## config.mk

```make
export PLATFORM = sky130hd
export DESIGN_NAME = sdram_scan_viewer
export DESIGN_NICKNAME = d
export VERILOG_FILES = /design/src/rtl/sdram_scan_viewer.sv
export SDC_FILE = /design/constraint.sdc
export NUM_CORES = 1
export LEC_CHECK = 0
export CORE_MARGIN = 1
export CORE_UTILIZATION = 50
export DETAILED_ROUTE_END_ITERATION = 16
export PLACE_DENSITY = 0.75
export SETUP_SLACK_MARGIN = 0.3
export SLEW_MARGIN = 5
export SYNTH_ARGS = -nofsm -noshare
export SYNTH_HDL_FRONTEND = slang
export SYNTH_SLANG_ARGS = --single-unit
```

## constraint.sdc

```tcl
create_clock -name MAX10_CLK1_50 -period 3.4 [get_ports MAX10_CLK1_50]
set_input_delay 0.51 -clock MAX10_CLK1_50 [delete_from_list [all_inputs] [get_ports MAX10_CLK1_50]]
set_output_delay 0.51 -clock MAX10_CLK1_50 [all_outputs]
set_load 0.01 [all_outputs]
```

## src/rtl/sdram_scan_viewer.sv

```systemverilog
// Readback viewer: scans NUM_WORDS words over a req/ack/valid read port and
// shows each word on the hex digits and LEDR, auto-dwell or manual-step.
module sdram_scan_viewer #(
   parameter int          DATA_W         = 32,
   parameter int          ADDR_W         = 25,
   parameter int unsigned BASE_ADDR      = 0,
   parameter int          NUM_WORDS      = 16,
   parameter int          NUM_DIGITS     = 6,
   parameter int          DWELL_CYCLES   = 50_000_000,
   parameter int          TIMEOUT_CYCLES = 1024,
   parameter int          LOOP           = 1
) (
   input  logic                    MAX10_CLK1_50,
   input  logic                    RST,
   input  logic                    START,
   input  logic                    MODE,
   input  logic                    STEP,
   output logic                    RD_REQ,
   output logic [ADDR_W-1:0]       RD_ADDR,
   input  logic                    RD_ACK,
   input  logic                    RD_VALID,
   input  logic [DATA_W-1:0]       RD_DATA,
   output logic [NUM_DIGITS*8-1:0] SEG,
   output logic [9:0]              LEDR,
   output logic                    BUSY,
   output logic                    DONE,
   output logic                    TIMEOUT_ERR
);

   localparam int IDX_W = (NUM_WORDS > 1) ? $clog2(NUM_WORDS) : 1;
   localparam int TO_W  = (TIMEOUT_CYCLES > 1) ? $clog2(TIMEOUT_CYCLES) : 1;
   localparam int DW_W  = (DWELL_CYCLES > 1) ? $clog2(DWELL_CYCLES) : 1;
   localparam int HEX_W = NUM_DIGITS * 4;
   localparam int HI_W  = DATA_W - 8;

   localparam logic [IDX_W-1:0] LAST_IDX = IDX_W'(NUM_WORDS - 1);
   localparam logic [TO_W-1:0]  TO_LAST  = TO_W'(TIMEOUT_CYCLES - 1);
   localparam logic [DW_W-1:0]  DW_LOAD  = DW_W'(DWELL_CYCLES - 1);

   localparam logic [2:0] S_IDLE = 3'd0;
   localparam logic [2:0] S_REQ  = 3'd1;
   localparam logic [2:0] S_WAIT = 3'd2;
   localparam logic [2:0] S_SHOW = 3'd3;
   localparam logic [2:0] S_DONE = 3'd4;

   logic [2:0]              state_q,  state_d;
   logic [IDX_W-1:0]        index_q,  index_d;
   logic                    mode_q,   mode_d;
   logic [DATA_W-1:0]       word_q,   word_d;
   logic                    shown_q,  shown_d;
   logic                    last_q,   last_d;
   logic [TO_W-1:0]         to_cnt_q, to_cnt_d;
   logic [DW_W-1:0]         dw_cnt_q, dw_cnt_d;
   logic                    done_q,   done_d;
   logic                    terr_q,   terr_d;
   logic [NUM_DIGITS*8-1:0] seg_q,    seg_d;
   logic [7:0]              led_q,    led_d;
   logic                    advance;

   function automatic logic [6:0] hex_glyph(input logic [3:0] n);
      case (n)
         4'h0: hex_glyph = 7'h40;
         4'h1: hex_glyph = 7'h79;
         4'h2: hex_glyph = 7'h24;
         4'h3: hex_glyph = 7'h30;
         4'h4: hex_glyph = 7'h19;
         4'h5: hex_glyph = 7'h12;
         4'h6: hex_glyph = 7'h02;
         4'h7: hex_glyph = 7'h78;
         4'h8: hex_glyph = 7'h00;
         4'h9: hex_glyph = 7'h10;
         4'hA: hex_glyph = 7'h08;
         4'hB: hex_glyph = 7'h03;
         4'hC: hex_glyph = 7'h46;
         4'hD: hex_glyph = 7'h21;
         4'hE: hex_glyph = 7'h06;
         default: hex_glyph = 7'h0E;
      endcase
   endfunction

   always_comb begin
      state_d  = state_q;
      index_d  = index_q;
      mode_d   = mode_q;
      word_d   = word_q;
      shown_d  = shown_q;
      last_d   = last_q;
      to_cnt_d = to_cnt_q;
      dw_cnt_d = dw_cnt_q;
      done_d   = done_q;
      terr_d   = terr_q;
      advance  = 1'b0;
      case (state_q)
         S_IDLE, S_DONE: begin
            if (START) begin
               state_d  = S_REQ;
               index_d  = '0;
               done_d   = 1'b0;
               terr_d   = 1'b0;
               mode_d   = MODE;
               to_cnt_d = '0;
            end
         end
         S_REQ, S_WAIT: begin
            // A capture on the final allowed cycle still wins over the timeout.
            if (state_q == S_WAIT && RD_VALID) begin
               word_d   = RD_DATA;
               shown_d  = 1'b1;
               last_d   = (index_q == LAST_IDX);
               dw_cnt_d = DW_LOAD;
               state_d  = S_SHOW;
            end else if (to_cnt_q == TO_LAST) begin
               state_d = S_DONE;
               terr_d  = 1'b1;
            end else begin
               to_cnt_d = to_cnt_q + TO_W'(1);
               if (state_q == S_REQ && RD_ACK) begin
                  state_d = S_WAIT;
               end
            end
         end
         S_SHOW: begin
            advance = mode_q ? STEP : (dw_cnt_q == '0);
            if (!advance && !mode_q) begin
               dw_cnt_d = dw_cnt_q - DW_W'(1);
            end
            if (advance) begin
               if (index_q != LAST_IDX) begin
                  index_d  = index_q + IDX_W'(1);
                  state_d  = S_REQ;
                  to_cnt_d = '0;
               end else if (!mode_q && LOOP != 0) begin
                  index_d  = '0;
                  state_d  = S_REQ;
                  to_cnt_d = '0;
               end else begin
                  state_d = S_DONE;
                  done_d  = 1'b1;
               end
            end
         end
         default: state_d = S_IDLE;
      endcase
   end

   // Upper data zero-extended or truncated to the digit field width.
   logic [HEX_W-1:0] hex_bits;
   generate
      for (genvar gi = 0; gi < HEX_W; gi++) begin : g_hex_bits
         if (gi < HI_W) begin : g_data
            assign hex_bits[gi] = word_q[8+gi];
         end else begin : g_zero
            assign hex_bits[gi] = 1'b0;
         end
      end
      for (genvar gi = 0; gi < NUM_DIGITS; gi++) begin : g_digit
         assign seg_d[8*gi +: 8] = shown_q ?
            {((gi == NUM_DIGITS - 1) ? ~last_q : 1'b1), hex_glyph(hex_bits[4*gi +: 4])} : 8'hFF;
      end
   endgenerate

   assign led_d = word_q[7:0];

   always_ff @(posedge MAX10_CLK1_50) begin
      if (RST) begin
         state_q  <= S_IDLE;
         index_q  <= '0;
         mode_q   <= 1'b0;
         word_q   <= '0;
         shown_q  <= 1'b0;
         last_q   <= 1'b0;
         to_cnt_q <= '0;
         dw_cnt_q <= '0;
         done_q   <= 1'b0;
         terr_q   <= 1'b0;
         seg_q    <= '1;
         led_q    <= '0;
      end else begin
         state_q  <= state_d;
         index_q  <= index_d;
         mode_q   <= mode_d;
         word_q   <= word_d;
         shown_q  <= shown_d;
         last_q   <= last_d;
         to_cnt_q <= to_cnt_d;
         dw_cnt_q <= dw_cnt_d;
         done_q   <= done_d;
         terr_q   <= terr_d;
         seg_q    <= seg_d;
         led_q    <= led_d;
      end
   end

   assign RD_REQ      = (state_q == S_REQ);
   assign RD_ADDR     = ADDR_W'(BASE_ADDR) + ADDR_W'(index_q);
   assign BUSY        = (state_q == S_REQ) || (state_q == S_WAIT) || (state_q == S_SHOW);
   assign DONE        = done_q;
   assign TIMEOUT_ERR = terr_q;
   assign SEG         = seg_q;
   // Status bits bypass the display register so they track the flags directly.
   assign LEDR        = {BUSY, terr_q, led_q};

endmodule

```

==> flow_summary.ini, run 1 <==
[status]
outcome = complete, no violations

[power_and_ir_drop]
p_per_area_mw_per_mm2 = 675
power_frac_clock_pct = 29.7
internal_power_w = 0.00358
switching_share_pct = 35.4
p_switching_w = 0.00196
ir_drop_uv = 366
power.total_w = 0.00554
p_leak_nw = 2.91
seq_power_share_pct = 36.0
comb_power_share_pct = 34.3

[timing]
maxSlewHeadroom_pct = 19.1
tightest_slew_ns = 1.21
fin_crit_sh_pct = 77.1
rsz0062_at_grt = false
final.min_clock_period_ns = 2.62
finalMaxSlewViolations = 0
setup_viol = 0
final.setup.tns_ns = 0
hold_viol_final = 0
skew_ns = 0.00934
clock.fmax_mhz = 382

[die]
io_pins = 126
dieWidth_um = 118
die_area_mm2 = 0.0139
die_h_um = 118
start_util_pct = 52.1
core_area_mm2 = 0.0129
rows = 41

[logic_synthesis]
synthArstFlopShare_pct = 0
synth_edf_count = 0
synth_area_per_cell_um2 = 8.69
ys_warn_count = 0
synthFlopType = dfxtp_1
synth-compound-area-share_pct = 18.1
syn_inst = 772
synth_seq_area_share_pct = 39.1
ys_types = 62
synth_top_family_by_area = simple AND/OR/NAND/NOR gates
netlist_area_mm2 = 0.00671
synth-simple-area-share_pct = 20.7
muxShareOfSynthArea_pct = 6.75
synth_fa_ha_area_share_pct = 7.27
synth_xor_area_share_pct = 0.131
ys_ff_latch = 131

[worst_setup_path]
r2r_cells = 4
r2r-end = index_q[2]
worst_ep_required_time_ns = 3.73
slowest_delay_ns = 1.02
cpLargestDelayFamily = compound AO/OA/AOI/OAI gates
cp_cell_sequence = nand3b_1 > a311oi_2 > o31ai_1 > a21oi_1
reg2reg_from = state_q[0]
endpoint_kind = register
cp_max_fo = 13
path_class = register to register
critPathLaunchType = register
cp_slowest_cell = a311oi_2
cp_num_buf_inv = 0
r2r_slack_ns = 0.78
crit_arrival_ns = 2.95

[detailed_routing]
drt_first_iter_violations = 345
drtAntennaViolNets = 0
drcViolationCount = 0
via_per_inst = 5.63
routed_wl_um = 15000
wire_per_inst_um = 14.5
first_pass_iters = 5
vias = 5812

[grt]
grtUsageTotal_pct = 21.8
grt_pass1_wl_um = 24800
first_global_vias = 5364
grt-ovfl-total = 0
antenna_found_initial = 0
grt_start_max_net_pins = 83

[clock_tree]
cts_root_buf = clkbuf_16
holdBufCountCts = 0
clockBufferDepth = 2
post_cts_buffers = 0
cts_resized = 0
numCtsBuffers = 17
numClockSinks = 131
cts_tree = yes
clk_latency_ns = 0.42
h-tree-depth = 4
clkTransAtPathRegs_ns = 0.06

[cells_and_area]
layout-drive-gt1-share_pct = 7.79
fin_nets = 926
design_area_mm2 = 0.00820
nFillCells = 1081
antenna_cells = 0
area_growth_pct = 22.2

[place]
port_buffers = 99
dp_hpwl_um = 10200
gp_congestion = 0.896
dpl-instance-area_mm2 = 0.00767

[worst_hold_path]
holdCritStartpoint = last_q
min_to = SEG[47]
min_path_type = register to register
hold_path_depth = 1

[flow_run]
max-cap-violations = 0
[per-layer routing]
metal / share of wire, % / vias up / wire length [um] / GRT usage [%]
met3: 5.1 / 13 / 763 / 5.09
li1: - / 2855 / - / -
met5: 0 / - / 0 / 0
met4: 1.3 / 0 / 198 / 9.13
met1: 45 / 2766 / 6790 / 26.6
met2: 48 / 178 / 7240 / 36.6
[per-stage QoR]
stage | std cells | util, % | setup slack, ns | hold WS (ns)
6_report | 1032 | 63.7 | 0.780 | 0.391
3_5_place_dp | 1001 | 59.5 | 0.609 | 0.388
5_1_grt | 1032 | 63.7 | 0.524 | 0.412
2_1_floorplan | 796 | - | 1.36 | 0.358
4_1_cts | 1032 | 63.7 | 0.814 | 0.401
3_3_place_gp | 1001 | 59.5 | 0.638 | 0.372
[power groups by stage]
| stage | Combinational (W) | Sequential [W] | Clock, W |
|---|---|---|---|
| floorplan | 0.00146 | 0.00195 | 0 |
| global placement | 0.00182 | 0.00201 | 0 |
| detailed placement | 0.00187 | 0.00202 | 0 |
| CTS | 0.00188 | 0.00199 | 0.00166 |
| global route | 0.00211 | 0.00203 | 0.00173 |
| finish | 0.00190 | 0.00199 | 0.00164 |
[layout by cell type (no fill, tap or decap), types with 9 or more instances in the layout]
master           instances
or2_2                    9
or4_1                   12
o211ai_1                18
a31oi_1                 23
nor2_1                  45
o31ai_1                 17
ha_1                    39
nand3_1                 10
o21ai_0                 29
nor2b_1                 12
conb_1                  26
inv_1                   32
clkbuf_16               17
mux2i_1                 25
a21oi_1                 61
or3_1                   13
nor3_1                  18
nand2_1                 86
dfxtp_1                131
nand2b_1                22
clkdlybuf4s50_1         98
[Yosys cell counts, types with 13 or more instances]
cell type  number  area share [%]
dfxtp_1       131              39
nand2_1        86             4.8
clkbuf_1       29             1.6
nor2_1         45             2.5
nand2b_1       22             2.1
a21oi_1        61             4.5
mux2i_1        25             3.7
nor3_1         18             1.3
inv_1          32             1.8
ha_1           39             7.3
o21ai_0        29             2.2
a31oi_1        23             2.1
or3_1          13             1.2
o31ai_1        17             1.9
buf_4          29             3.2
o211ai_1       18             2.0
[kinds of logic (layout without fill, tap and decap cells)]
| kind of cell | count (synthesis) | count (layout) |
|---|---|---|
| other cells | 2 | 26 |
| buf+inv | 105 | 169 |
| simple gates | 268 | 268 |
| compound gates | 189 | 189 |
| flops | 131 | 131 |
| fa+ha+maj | 39 | 39 |
| mux | 37 | 37 |
| xor+xnor | 1 | 1 |
[registers in the layout (all words and copies together), names as in the netlist]
signal,cells
SEG,43
word_q,32
dw_cnt_q,26
to_cnt_q,10
led_q,8
index_q,4
state_q,3
DONE,1
TIMEOUT_ERR,1
last_q,1
mode_q,1
shown_q,1
[cell type report]
class                      instances  area, um^2  share of cell area (%)
multi-input combinational        560        3670                    44.8
clock inverter                     5        25.0                   0.305
timing repair buffer             106        1040                    12.7
sequential                       131        2620                    32.0
clock buffer                      26         509                    6.21
inverter                          32         120                    1.46
tap                              172         215                    2.62
[how the worst max path moves through the flow]
stage | to | slack, ns | from | depth (start not counted)
global placement | dw_cnt_q[19] | 0.64 | RD_VALID | 6
finish | index_q[2] | 0.78 | state_q[0] | 4
global route | index_q[2] | 0.52 | state_q[0] | 4
floorplan | to_cnt_q[7] | 1.36 | dw_cnt_q[8] | 6
CTS | to_cnt_q[1] | 0.81 | state_q[0] | 4
detailed placement | dw_cnt_q[21] | 0.61 | RD_VALID | 6
Power figures use the tool's default switching activity.
==> run 2, diff against run 1 <==
Clock period 3.4 ns to 2.44 ns, I/O delays scaled along.
==> flow_summary.ini, run 2 (same netlist as run 1, synthesis figures left out) <==
[place]
place_inst = 1028
pre_cts_ws_ns = -0.0166
port_buffers = 99
gp_congestion = 0.854
dp_hpwl_um = 11000

[timing]
skew_ns = 0.00833
fin_ws_ns = 0.317
finalMaxSlewViolations = 0
hold_ws_ns = 0.382
clock.fmax_mhz = 471
setup_viol = 0
maxSlewHeadroom_pct = 61.5
fin_crit_sh_pct = 87.0
final.min_clock_period_ns = 2.12
tightest_slew_ns = 0.576
rsz0062_at_grt = true
hold_viol_final = 0

[clock_tree]
cts_tree = yes
cts_root_buf = clkbuf_16
clkTransAtPathRegs_ns = 0.06
numCtsBuffers = 17
clk_latency_ns = 0.42
h-tree-depth = 4
clockBufferDepth = 2
numClockSinks = 131

[detailed_routing]
wire_per_inst_um = 15.5
first_pass_iters = 6
routed_wl_um = 16600
drcViolationCount = 0
drtAntennaViolNets = 0
via_per_inst = 5.66
drt_first_iter_violations = 558
vias = 6062

[worst_setup_path]
cp_slowest_cell = or4_4
endpoint = to_cnt_q[3]
slowest_delay_ns = 0.55
r2r-end = to_cnt_q[3]
endpoint_kind = register
r2r_cells = 6
path_class = register to register
crit_arrival_ns = 2.41
critPathLaunchType = register
worst_ep_required_time_ns = 2.73
reg2reg_from = dw_cnt_q[9]
crit_path_start = dw_cnt_q[9]
cp_max_fo = 6
cp_cell_sequence = or4_4 > nor3b_4 > a311oi_2 > buf_6 > a2111oi_4 > o32ai_2
r2r_slack_ns = 0.32

[cells_and_area]
area_growth_pct = 31.9
final_cell_mix = 125 x dfxtp_1, 97 x clkdlybuf4s50_1, 86 x nand2_1
multi_input_area_mm2 = 0.00386
mostFrequentLayoutCell = dfxtp_1
seq_area_mm2 = 0.00263
layout-drive-gt1-share_pct = 15.2
largest_register_ffs = 43
nFillCells = 959
fin_nets = 964
antenna_cells = 0
fin_util_pct = 68.8
fin_cells = 1071

[die]
die_h_um = 118
io_pins = 126
dieWidth_um = 118
die_area_mm2 = 0.0139
core_area_mm2 = 0.0129
start_util_pct = 52.1
rows = 41

[power_and_ir_drop]
p_leak_nw = 3.21
internal_power_w = 0.00596
ir_drop_uv = 613
comb_power_share_pct = 40.0
power_frac_clock_pct = 29.5
switching_share_pct = 35.1
seq_power_share_pct = 30.5
p_switching_w = 0.00322
p_per_area_mw_per_mm2 = 1040

[grt]
grtUsageTotal_pct = 23.6
grt_start_max_net_pins = 40
grt-ovfl-total = 0
antenna_found_initial = 0
grt_pass1_wl_um = 26600
first_global_vias = 5644

[flow_run]
max-cap-violations = 0

[worst_hold_path]
min_path_type = register to register
holdCritStartpoint = last_q

[status]
outcome = complete, no violations
[run 2: cell types whose count changed in the layout (fill, tap and decap cells not counted), sizes merged]
cell | previous run | this run
buf | 8 | 46
clkbuf | 26 | 20
bufinv | 0 | 4
clkinvlp | 0 | 2
clkdlybuf4s50 | 98 | 97
dlymetal6s2s | 0 | 1
inv | 32 | 33
[run 2: worst max-delay path: cells and delay by family, from the launching register on]
kind / cells / cell delay [ns]
compound gates: 3 / 0.63
buf+inv: 1 / 0.18
flops: 1 / 0.32
simple gates: 2 / 0.85
[run 2: how the worst min path moves through the flow]
stage               slack (ns)       to  cells after the start
finish                    0.38  SEG[47]                      1
global route              0.40  SEG[47]                      1
CTS                       0.38  SEG[47]                      1
detailed placement        0.37  SEG[47]                      1
global placement          0.37  SEG[47]                      1
floorplan                 0.36  SEG[47]                      1
[run 2: timing repair]
item,4_1_cts,5_1_grt
buffers inserted,0,10
cloned,0,1
hold buffers,0,0
pin swaps,4,15
resized for setup,13,38
setup endpoints to repair,22,32
[run 2: layer usage]
metal	vias up	global-route usage [%]	part of all wire, %
met5	-	0	0
met4	0	10.7	1.9
met3	28	4.70	5.1
met2	226	41.0	50
met1	2874	27.9	43
li1	2934	-	-
[run 2: layout make-up]
cell class	instances	area share (%)
flip-flops and latches	131	29.7
repair buffers	144	15.8
inverters	32	1.36
clock inverters	12	2.04
well taps	172	2.43
multi-input cells	560	43.6
clock buffers	20	5.05
[run 2: stage by stage]
stage / total power [W] / cell area (um^2) / setup TNS [ns]
after floorplan: 0.00475 / 6800 / 0
after global placement: 0.00565 / 7890 / 0
after detailed placement: 0.00577 / 7890 / -0.0166
after CTS: 0.00861 / 8580 / 0
after global routing: 0.00964 / 8850 / 0
final: 0.00917 / 8850 / 0
[run 2: power groups by stage]
stage	Clock (W)	Sequential (W)	Combinational (W)
finish	0.00271	0.00279	0.00367
global route	0.00283	0.00284	0.00397
CTS	0.00272	0.00275	0.00314
detailed placement	0	0.00278	0.00299
global placement	0	0.00276	0.00288
floorplan	0	0.00271	0.00203
==> run 3, diff against run 2 <==
Settings changed: CELL_PAD_IN_SITES_DETAIL_PLACEMENT set to 0, CELL_PAD_IN_SITES_GLOBAL_PLACEMENT set to 2, CORE_UTILIZATION 50 to 31, PLACE_DENSITY 0.75 to 0.77.
==> flow_summary.ini, run 3 (same netlist as run 1, synthesis figures left out) <==
[status]
outcome = complete, no violations

[detailed_routing]
drt_first_iter_violations = 356
first_pass_iters = 4
drcViolationCount = 0
routed_wl_um = 16900
wire_per_inst_um = 14.3
drtAntennaViolNets = 0
via_per_inst = 4.84
vias = 5702

[timing]
hold_viol_final = 0
final.min_clock_period_ns = 2.10
clock.fmax_mhz = 476
maxSlewHeadroom_pct = 29.4
rsz0062_at_grt = true
finalMaxSlewViolations = 0
tightest_slew_ns = 1.06
skew_ns = 0.0153
setup_viol = 0
hold_ws_ns = 0.341
fin_crit_sh_pct = 86.0

[cells_and_area]
fin_util_pct = 42.1
design_area_mm2 = 0.00890
antenna_cells = 0
layout-drive-gt1-share_pct = 15.0
fin_cells = 1178
fin_nets = 968
largest_register_ffs = 43
area_growth_pct = 32.7
final_cell_mix = 128 x dfxtp_1, 95 x clkdlybuf4s50_1, 85 x nand2_1
mostFrequentLayoutCell = dfxtp_1

[die]
start_util_pct = 31.7
core_area_mm2 = 0.0212
io_pins = 126
die_h_um = 149
die_area_mm2 = 0.0222
rows = 53
dieWidth_um = 149

[worst_setup_path]
endpoint_kind = register
cp_max_fo = 8
worst_ep_required_time_ns = 2.73
crit_arrival_ns = 2.39
critPathLaunchType = register
path_class = register to register

[worst_hold_path]
min_path_type = input port to register

[place]
dpl-instance-area_mm2 = 0.00809
gp_congestion = 0.792
port_buffers = 99
dp_hpwl_um = 11500
place_inst = 1138

[power_and_ir_drop]
p_leak_nw = 3.20
p_per_area_mw_per_mm2 = 1000
internal_power_w = 0.00580
ir_drop_uv = 666
comb_power_share_pct = 38.8
p_switching_w = 0.00313
switching_share_pct = 35.0
power_frac_clock_pct = 30.4
seq_power_share_pct = 30.8

[grt]
grt_start_max_net_pins = 54
grtUsageTotal_pct = 15.3
grt-ovfl-total = 0
antenna_found_initial = 0
grt_pass1_wl_um = 27100
first_global_vias = 5286

[clock_tree]
holdBufCountCts = 0
clk_latency_ns = 0.42
numClockSinks = 131
h-tree-depth = 4
cts_root_buf = clkbuf_16
clkTransAtPathRegs_ns = 0.06
clockBufferDepth = 2
numCtsBuffers = 17
cts_tree = yes

[flow_run]
max-cap-violations = 0
==> run 3: cell type report <==
type                    instances  area [um^2]
clock inverters                15          205
flip-flops and latches        131         2630
fillers                      2132        12300
well taps                     275          344
repair buffers                147         1390
inverters                      32          120
multi-input cells             561         3790
clock buffers                  17          425
==> run 3: worst paths after layout <==
path | startpoint | end | slack, ns | cells after the start
setup / recovery | dw_cnt_q[8] | to_cnt_q[7] | 0.34 | 7
hold / removal | RST | mode_q | 0.34 | 2
setup reg to reg | dw_cnt_q[8] | to_cnt_q[7] | 0.34 | 7
hold reg to reg | last_q | SEG[47] | 0.39 | 1
==> run 3: critical path, cell delays in order (launching register included) <==
cell and delay, ns:
dfxtp_1 0.32, or4_4 0.57, nor3b_4 0.23, buf_4 0.16, a311oi_4 0.14, buf_4 0.19
a2111oi_4 0.25, o32ai_1 0.10
==> run 3: metrics by stage <==
step	worst slack (ns)	total power [W]	TNS, ns
2_1_floorplan	0.403	0.00475	0
3_3_place_gp	-0.0265	0.00590	-0.0845
3_5_place_dp	-0.0356	0.00589	-0.116
4_1_cts	0.295	0.00879	0
5_1_grt	0.237	0.00953	0
6_report	0.341	0.00893	0
==> run 3: layer usage <==
layer,wire length (um),up-vias,global-route usage [%]
met5,0,-,0
met4,69,0,5.46
met3,712,2,2.81
met2,7800,104,23.7
met1,8300,2648,21.1
li1,-,2948,-
==> run 3: power by group through the flow <==
stage                     logic, W  registers, W  clock network, W
final                      0.00347       0.00275           0.00272
after global routing       0.00383       0.00280           0.00289
after CTS                  0.00325       0.00274           0.00279
after detailed placement   0.00312       0.00277                 0
after global placement     0.00313       0.00277                 0
after floorplan            0.00203       0.00271                 0
==> run 3: repair_timing <==
action	in CTS	in global routing
setup endpoints to repair	29	38
gates resized for setup	9	20
pin swaps	1	9
buffers inserted	1	6
gates cloned	0	1
==> RTL edit: new RTL, flow settings as in run 3 <==
The parameter `NUM_WORDS` goes from 16 to 8.
--- a/src/rtl/sdram_scan_viewer.sv
+++ b/src/rtl/sdram_scan_viewer.sv
@@ -6,3 +6,3 @@
    parameter int unsigned BASE_ADDR      = 0,
-   parameter int          NUM_WORDS      = 16,
+   parameter int          NUM_WORDS      = 8,
    parameter int          NUM_DIGITS     = 6,
Behaviour: no difference found for any inputs over 4 cycles, from zero or initial values and one cycle with RST high; that may be too few to reach the edited logic, so the function may still have changed.
==> RTL edit against run 3 <==
Cell count fell by 1.1%. Synthesized area down 0.30%. Clock skew is 0.0068 ns lower. First-iteration DRC count down 35%. Design area rose by 0.73%. Setup slack got worse by 0.22 ns. Die area fell by 0.29%. Routed wire length rose by 1.6%. Sequential power is 7% higher. Sequential cell count decreased by 1. Power up 24%. Critical path type unchanged. Critical endpoint is now dw_cnt_q[25]. Largest cell class unchanged. Highest routed layer unchanged.
==> RTL edit: results (changes against run 3) <==
* Synth Area in XOR/XNOR at 0.262% (+0.13 points)
* M1 WL at 8100 microns (-2.3%)
* Worst slew pin tran at 0.542 ns (-0.514 ns)
* Vias in the first global route at 5727 (+8.3%)
* Flop-to-flop setup slack at 0.12 ns (-0.22 ns)
* Global-route wire length before repair at 28100 microns (+3.7%)
* Reg2Reg Capture Point: dw_cnt_q[25]
* Synth Area in Compound Gates at 19.3% (+1.2 points)
* Mean post-synth cell area at 8.81 sq um (+1.4%)
* WL met2 at 8240 microns (+5.7%)
* Pre-CTS WS at 0.0289 ns (+0.0645 ns)
* Crit Path Max Fanout at 3 (-5)
* Area share of the largest cell type after synthesis at 38.9% (-0.18 points)
* Post-synth top cells: 130 x dfxtp_1, 100 x nand2_1, 60 x a21oi_1
* IO buf count at 98 (-1.0%)
* Routed WL per cell at 14.7 microns (+2.7%)
* Slowest stage delay, CP at 0.54 ns (-0.03 ns)
* Worst EP arrival at 2.66 ns (+0.27 ns)
* Nets at 956 (-1.2%)
* Total GRT Usage at 15.8% (+0.45 points)
* Synth top area cells: dfxtp_1 39%, ha_1 7.5%, nand2_1 5.6%
* Netlist cell types at 66 (+6.5%)
* Sequential fraction of the synthesis area at 38.9% (-0.18 points)
* Multiplexer share of the synthesized area at 5.82% (-0.93 points)
* DR iter-0 viols at 230 (-35%)
* Met3 routed WL at 602 microns (-15%)
* Layout cells sized above 1 at 17.8% (+2.8 points)
* Cell Area, Placed at 7980 sq um (-1.4%)
* Worst vdd ir at 0.580 mV (-13%)
* Hold Crit Depth at 3 (+1)
* Adder and majority cell fraction of the synthesized area at 7.48% (+0.21 points)
* Status: finished clean
* Hold WS at 0.328 ns (-0.0129 ns)
* Pleak at 3.27 nW (+2.1%)
* RR Startpoint: dw_cnt_q[15]
* Post-DP HPWL at 11600 microns (+0.91%)
* Cell Count Post-Placement at 1115 (-2.0%)
* Worst Reg-to-Reg Cells at 5 (-2)
* Grt met2 use at 26.4% (+2.7 points)
* Met3 Usage GRT at 3.24% (+0.43 points)
RTL edit: cell types whose count changed after synthesis, moves of 5 or more:
cell      delta
nand2_1     +14
nand2b_1    -10
nor2_1       -9
a32o_1       +8
o31ai_1      -8
nand3_1      +6
o211ai_1     +6
and3_1       -5
nor4_1       -5
o21ai_1      -5
RTL edit: worst max path at each step:
stage                 startpoint            to  slack [ns]  depth (start not counted)
finish              dw_cnt_q[15]  dw_cnt_q[25]        0.12                          5
detailed placement  dw_cnt_q[21]   dw_cnt_q[3]        0.03                          7
global route        dw_cnt_q[15]  dw_cnt_q[25]        0.09                          5
global placement    dw_cnt_q[22]   dw_cnt_q[3]        0.03                          7
floorplan           dw_cnt_q[17]  dw_cnt_q[25]        0.22                          5
CTS                 dw_cnt_q[15]  dw_cnt_q[25]        0.17                          5
RTL edit: timing repair:
action / 4_1_cts / 5_1_grt
cloned: 1 / 1
buffers inserted: 11 / 5
pin swaps: 13 / 34
setup endpoints to repair: 44 / 43
hold endpoints to repair: 0 / 0
gates resized for setup: 25 / 40
RTL edit: final cells by class:
type	instances	area, sq um
fillers	2048	12100
multi-input cells	551	3820
flip-flops and latches	130	2620
repair buffers	149	1450
clock buffers	20	447
well taps	275	344
clock inverters	12	180
inverters	28	105
RTL edit: power breakdown:
part | total [W] | internal, W | leakage, nW | switching (W)
clock network | 0.00271 | 0.00174 | 0.301 | 0.000971
registers | 0.00293 | 0.00249 | 1.06 | 0.000439
logic | 0.00545 | 0.00266 | 1.91 | 0.00278
RTL edit: tightest hold or removal path: cells and delay by family:
family / cells / cell delay (ns)
AOI/OAI and AO/OA: 1 / 0.12
buffers and inverters: 2 / 0.21
